$ cat src/rtl/mccpu_ctrl.sv
// Multicycle control FSM for a shared-memory MIPS-subset datapath.
// Optional MCCPU_MEM_WAIT_EN adds a mem_ready handshake that stalls S_FETCH, S_MRD and S_MWR.
module mccpu_ctrl #(
    parameter int RESET_STATE_HOLD = 1
) (
    input  logic       clk,
    input  logic       rst,
`ifdef MCCPU_MEM_WAIT_EN
    input  logic       mem_ready,
`endif
    input  logic [5:0] Op,
    input  logic [5:0] Funct,
    input  logic       Zero,
    output logic       PCWr,
    output logic       IRWr,
    output logic       IorD,
    output logic       MemWrite,
    output logic       RegWrite,
    output logic       EXTOp,
    output logic       ALUSrc,
    output logic [2:0] ALUOp,
    output logic [1:0] NPCOp,
    output logic [1:0] GPRSel,
    output logic [1:0] WDSel,
    output logic       instr_done,
    output logic       illegal,
    output logic [3:0] state
);
    typedef enum logic [3:0] {
        S_FETCH = 4'd0,  S_DCD = 4'd1,  S_EXE = 4'd2,  S_ALUWB = 4'd3,
        S_MADDR = 4'd4,  S_MRD = 4'd5,  S_MWB = 4'd6,  S_MWR   = 4'd7,
        S_BR    = 4'd8,  S_JMP = 4'd9,  S_JAL = 4'd10, S_NOP   = 4'd11,
        S_IDLE  = 4'd15
    } state_t;

    localparam logic [5:0] OP_R = 6'b000000, OP_ADDI = 6'b001000, OP_ORI = 6'b001101;
    localparam logic [5:0] OP_LW = 6'b100011, OP_SW = 6'b101011, OP_BEQ = 6'b000100;
    localparam logic [5:0] OP_J = 6'b000010, OP_JAL = 6'b000011;
    localparam logic [2:0] ALU_ADD = 3'b001, ALU_SUB = 3'b010, ALU_AND = 3'b011;
    localparam logic [2:0] ALU_OR = 3'b100, ALU_SLT = 3'b101;
    localparam logic [3:0] HOLD_LAST = 4'(RESET_STATE_HOLD - 1);

    state_t     state_q, state_d;
    logic [3:0] hold_q, hold_d;
    logic       illegal_q, illegal_d;
    logic       mem_rdy;
    logic       is_rtype, r_ok;
    logic [2:0] r_aluop;

`ifdef MCCPU_MEM_WAIT_EN
    assign mem_rdy = mem_ready;
`else
    assign mem_rdy = 1'b1;
`endif

    assign is_rtype = (Op == OP_R);
    assign state    = state_q;
    assign illegal  = illegal_q;

    always_comb begin
        r_aluop = 3'b000;
        r_ok    = 1'b1;
        case (Funct)
            6'b100001: r_aluop = ALU_ADD;
            6'b100011: r_aluop = ALU_SUB;
            6'b100100: r_aluop = ALU_AND;
            6'b100101: r_aluop = ALU_OR;
            6'b101010: r_aluop = ALU_SLT;
            default:   r_ok    = 1'b0;
        endcase
    end

    always_ff @(posedge clk or posedge rst) begin
        if (rst) begin
            state_q   <= S_IDLE;
            hold_q    <= 4'd0;
            illegal_q <= 1'b0;
        end else begin
            state_q   <= state_d;
            hold_q    <= hold_d;
            illegal_q <= illegal_d;
        end
    end

    always_comb begin
        state_d    = state_q;
        hold_d     = hold_q;
        illegal_d  = illegal_q;
        PCWr       = 1'b0;
        IRWr       = 1'b0;
        IorD       = 1'b0;
        MemWrite   = 1'b0;
        RegWrite   = 1'b0;
        EXTOp      = 1'b0;
        ALUSrc     = 1'b0;
        ALUOp      = 3'b000;
        NPCOp      = 2'b00;
        GPRSel     = 2'b00;
        WDSel      = 2'b00;
        instr_done = 1'b0;
        case (state_q)
            S_IDLE: begin
                if (hold_q == HOLD_LAST) begin
                    state_d = S_FETCH;
                    hold_d  = 4'd0;
                end else begin
                    hold_d = hold_q + 4'd1;
                end
            end
            S_FETCH: begin
                IRWr = 1'b1;
                if (mem_rdy) state_d = S_DCD;
            end
            S_DCD: begin
                if ((is_rtype && r_ok) || Op == OP_ADDI || Op == OP_ORI) state_d = S_EXE;
                else if (Op == OP_LW || Op == OP_SW)                      state_d = S_MADDR;
                else if (Op == OP_BEQ)                                    state_d = S_BR;
                else if (Op == OP_J)                                      state_d = S_JMP;
                else if (Op == OP_JAL)                                    state_d = S_JAL;
                else begin
                    state_d   = S_NOP;
                    illegal_d = 1'b1;
                end
            end
            S_EXE: begin
                if (is_rtype) begin
                    ALUOp = r_aluop;
                end else if (Op == OP_ADDI) begin
                    ALUSrc = 1'b1;
                    EXTOp  = 1'b1;
                    ALUOp  = ALU_ADD;
                end else begin
                    ALUSrc = 1'b1;
                    ALUOp  = ALU_OR;
                end
                state_d = S_ALUWB;
            end
            S_ALUWB: begin
                RegWrite   = 1'b1;
                GPRSel     = is_rtype ? 2'b00 : 2'b01;
                PCWr       = 1'b1;
                instr_done = 1'b1;
                state_d    = S_FETCH;
            end
            S_MADDR: begin
                ALUSrc  = 1'b1;
                EXTOp   = 1'b1;
                ALUOp   = ALU_ADD;
                state_d = (Op == OP_LW) ? S_MRD : S_MWR;
            end
            S_MRD: begin
                IorD = 1'b1;
                if (mem_rdy) state_d = S_MWB;
            end
            S_MWB: begin
                RegWrite   = 1'b1;
                WDSel      = 2'b01;
                GPRSel     = 2'b01;
                PCWr       = 1'b1;
                instr_done = 1'b1;
                state_d    = S_FETCH;
            end
            S_MWR: begin
                // The store completes, and the PC moves on, only once memory accepts it.
                IorD       = 1'b1;
                MemWrite   = 1'b1;
                PCWr       = mem_rdy;
                instr_done = mem_rdy;
                if (mem_rdy) state_d = S_FETCH;
            end
            S_BR: begin
                ALUOp      = ALU_SUB;
                PCWr       = 1'b1;
                NPCOp      = Zero ? 2'b01 : 2'b00;
                instr_done = 1'b1;
                state_d    = S_FETCH;
            end
            S_JMP: begin
                PCWr       = 1'b1;
                NPCOp      = 2'b10;
                instr_done = 1'b1;
                state_d    = S_FETCH;
            end
            S_JAL: begin
                RegWrite   = 1'b1;
                GPRSel     = 2'b10;
                WDSel      = 2'b10;
                PCWr       = 1'b1;
                NPCOp      = 2'b10;
                instr_done = 1'b1;
                state_d    = S_FETCH;
            end
            S_NOP: begin
                PCWr       = 1'b1;
                instr_done = 1'b1;
                state_d    = S_FETCH;
            end
            default: state_d = S_FETCH;
        endcase
    end
endmodule

$ cat config.mk
export PLATFORM = sky130hd
export DESIGN_NAME = mccpu_ctrl
export DESIGN_NICKNAME = d
export VERILOG_FILES = /design/src/rtl/mccpu_ctrl.sv
export SDC_FILE = /design/constraint.sdc
export NUM_CORES = 1
export LEC_CHECK = 0
export CAP_MARGIN = 30
export CORE_ASPECT_RATIO = 0.9
export CORE_UTILIZATION = 42
export CTS_CLUSTER_SIZE = 28
export DETAILED_ROUTE_END_ITERATION = 10
export DONT_BUFFER_PORTS = 1
export GPL_TIMING_DRIVEN = 0
export PLACE_DENSITY = 0.6
export SLEW_MARGIN = 15
export SYNTH_ARGS = -nofsm -noshare
export SYNTH_HDL_FRONTEND = slang
export SYNTH_SLANG_ARGS = --single-unit
$ cat constraint.sdc
create_clock -name clk -period 2.34 [get_ports clk]
set_clock_uncertainty 0.15 [all_clocks]
set_input_delay 0.351 -clock clk [delete_from_list [all_inputs] [get_ports clk]]
set_output_delay 0.351 -clock clk [all_outputs]
set_load 0.05 [all_outputs]
==> flow_metrics.env <==
export IMPL_synthesis_nets=127
export IMPL_setup_violations=5
export IMPL_start_kind="flip-flop"
export IMPL_h_tree_depth=1
export IMPL_worst_slack_ps=-121
export IMPL_post_drt_via_cell_ratio=5.65
export IMPL_ys_top_cells_by_count="nor2_1, nand2_1, inv_1, nand2b_1"
export IMPL_grtUsageMet1_pct=27.1
export IMPL_dpl_hpwl_um=1470
export IMPL_die_w_um=50.1
export IMPL_routedWlPerCell_um=14.7
export IMPL_clock_latency_ps=260
export IMPL_max_cap_viol_count=0
export IMPL_synth_edf_count=0
export IMPL_clock_root_buffer="clkbuf_4"
export IMPL_synth_top_area_share_pct=14.3
export IMPL_critPathMaxFanout=6
export IMPL_endpoint_kind="output port"
export IMPL_syn_instance_count=110
export IMPL_cp_arrival_ps=1960
export IMPL_yosysMostFrequentCell="nor2_1"
export IMPL_finalPower_w=0.00160
export IMPL_finalHoldViolations=0
export IMPL_slew_headroom_pct=62.1
export IMPL_dr_pass1_iters=4
export IMPL_fmax_mhz=406
export IMPL_place_ws_ps=-408
export IMPL_synth_cell_types=42
export IMPL_timing_hold_ws_ps=71.6
export IMPL_critical_path_class="reg -> out"
export IMPL_post_route_util_pct=66.7
export IMPL_synthFlopType="dfrtp_1"
export IMPL_cp_required_ps=1840
export IMPL_power_density_mw_per_mm2=1240
export IMPL_die_area_mm2=0.00227
export IMPL_routed_wl_um=2200
export IMPL_cts_clk_slew_worst_paths_ps=60
export IMPL_fin_nets=143
export IMPL_area_growth_pct=47.5
export IMPL_grt_overflow=0
export IMPL_synth_area_leaders="dfrtp_1, dfstp_2, nor2_1, nand2b_1, xnor2_1"
export IMPL_numCtsBuffers=3
export IMPL_layout_worst_path_cycle_share_pct=105
export IMPL_grt_pass1_vias=781
export IMPL_dr_total_vias=848
export IMPL_rsz0062_at_grt="yes"
export IMPL_synth_warning_count=0
export IMPL_synthArstFlopShare_pct=100
export IMPL_pin_count=37
export IMPL_slew_viol_final=0
export IMPL_ys_seq_area_share_pct=26.3
export IMPL_numPortBuffers=0
export IMPL_clock_sinks=9
export IMPL_dieHeight_um=45.3
export IMPL_status="complete, but fails checks"
export IMPL_use_met2_pct=31.2
export IMPL_met3_usage_pct=7.41
export IMPL_grt_pass1_wl_um=3370
export IMPL_start_util_pct=45.2
export IMPL_peakVddDrop_mv=0.766
export IMPL_ant_nets=0
export IMPL_min_path_type="in -> reg"
export IMPL_grt_busiest_layer="met2"
export IMPL_synth_area_leader_cell="dfrtp_1"
export IMPL_num_fill_cells=156
export IMPL_p_leak_nw=0.509
export IMPL_grt_max_degree=11
export IMPL_cts_buffer_depth=2
export IMPL_cts_tree="yes"
export IMPL_violations="negative setup slack"
export IMPL_antenna_found_initial=0
export IMPL_diodes=0
export IMPL_drc_errors=0
export IMPL_finalCriticalPeriod_ps=2460
export IMPL_drt_initial_drc_count=19
export IMPL_synth_seq_cells=9
export IMPL_gp_congestion=0.727
export IMPL_syn_cell_area_um2=875
export IMPL_final_setup_tns_ps=-381
export IMPL_drive_gt1_share_pct=40.0
export IMPL_grt_total_usage_pct=19.9
export IMPL_synth_area_per_cell_um2=7.95
export IMPL_worst_slew_pin_transition_ps=567
export IMPL_core_area_mm2=0.00193
export IMPL_rows=15
state kept, by name, summed over array words and instances (netlist names):
name / count
hold_q: 4
illegal: 1
state: 4
final timing paths:
| path | start | depth (start not counted) | end | slack, ps |
|---|---|---|---|---|
| setup / recovery | state[2]$_DFFE_PP1P_ | 4 | instr_done | -120 |
| hold / removal | Op[4] | 1 | state[2]$_DFFE_PP1P_ | 70 |
| setup reg to reg | state[0]$_DFFE_PP1P_ | 4 | state[2]$_DFFE_PP1P_ | 160 |
| hold reg to reg | hold_q[3]$_DFFE_PP0N_ | 1 | hold_q[3]$_DFFE_PP0N_ | 330 |
| max in group asynchronous | rst | 2 | state[2]$_DFFE_PP1P_ | 1400 |
| min in group asynchronous | rst | 2 | hold_q[3]$_DFFE_PP0N_ | 340 |
cell families after synthesis:
group | after synthesis | share of synthesized area, %
AO/OA/AOI/OAI | 28 | 22.7
multiplexers | 2 | 2.29
adder cells (fa/ha/maj) | 2 | 2.86
AND/OR/NAND/NOR | 51 | 34.3
buffers and inverters | 13 | 6.44
XOR/XNOR | 5 | 5.01
flip-flops | 9 | 26.3
worst max-delay path, cell delays in order, from the launching register on:
cell and delay [ps]:
dfstp_4 730, or2_4 190, a21o_1 140, a21boi_4 410, buf_6 220
metal layers:
| layer | routed length (um) | part of all wire [%] |
|---|---|---|
| met1 | 1000 | 46 |
| met2 | 1060 | 48 |
| met3 | 137 | 6.2 |
| met4 | 0 | 0 |
| met5 | 0 | 0 |
cells in the final DEF, fill, tap and decap left out, types with 2 or more instances in the layout:
| cell | count |
|---|---|
| buf_4 | 9 |
| nor3_4 | 2 |
| nand3_1 | 2 |
| o21ai_0 | 5 |
| o22ai_4 | 2 |
| buf_6 | 3 |
| inv_1 | 6 |
| nor3b_4 | 2 |
| nand2b_1 | 5 |
| clkbuf_4 | 3 |
| nand2_1 | 7 |
| clkbuf_16 | 2 |
| clkbuf_1 | 2 |
| nor2_4 | 6 |
| mux2i_1 | 2 |
| nor2b_2 | 2 |
| nand2b_4 | 2 |
| ha_1 | 2 |
| a21oi_1 | 4 |
| dfstp_4 | 4 |
| o311ai_0 | 3 |
| or4_4 | 2 |
| dfrtp_1 | 5 |
| xnor2_1 | 3 |
| o31ai_1 | 3 |
| nor2_1 | 7 |
power breakdown:
part           total [W]  internal (W)  switching [W]
registers       0.000347      0.000219       0.000128
logic            0.00113      0.000456       0.000674
clock network   0.000120     0.0000657      0.0000541
through the flow:
stage,instance area [um2],std cells
floorplan,927,110
global placement,958,135
detailed placement,963,135
CTS,1220,145
global route,1290,150
finish,1290,150
timing repair:
item                                    in CTS  in global routing
setup buffers                                5                  5
endpoints found under the setup margin      16                 12
hold buffers                                 1                  0
pin swaps                                    7                  7
gates resized for setup                     43                  8
endpoints found under the hold margin        5                  0
cell type report:
type	instances	area, um2	area share, %
Tap cell	25	31.3	2.42
Buffer	7	101	7.86
Timing Repair Buffer	11	92.6	7.18
Inverter	6	22.5	1.75
Sequential cell	9	245	19.0
Clock buffer	4	26.3	2.04
Multi-Input combinational cell	88	771	59.7
Note: power is estimated with default switching activity, not from simulation.
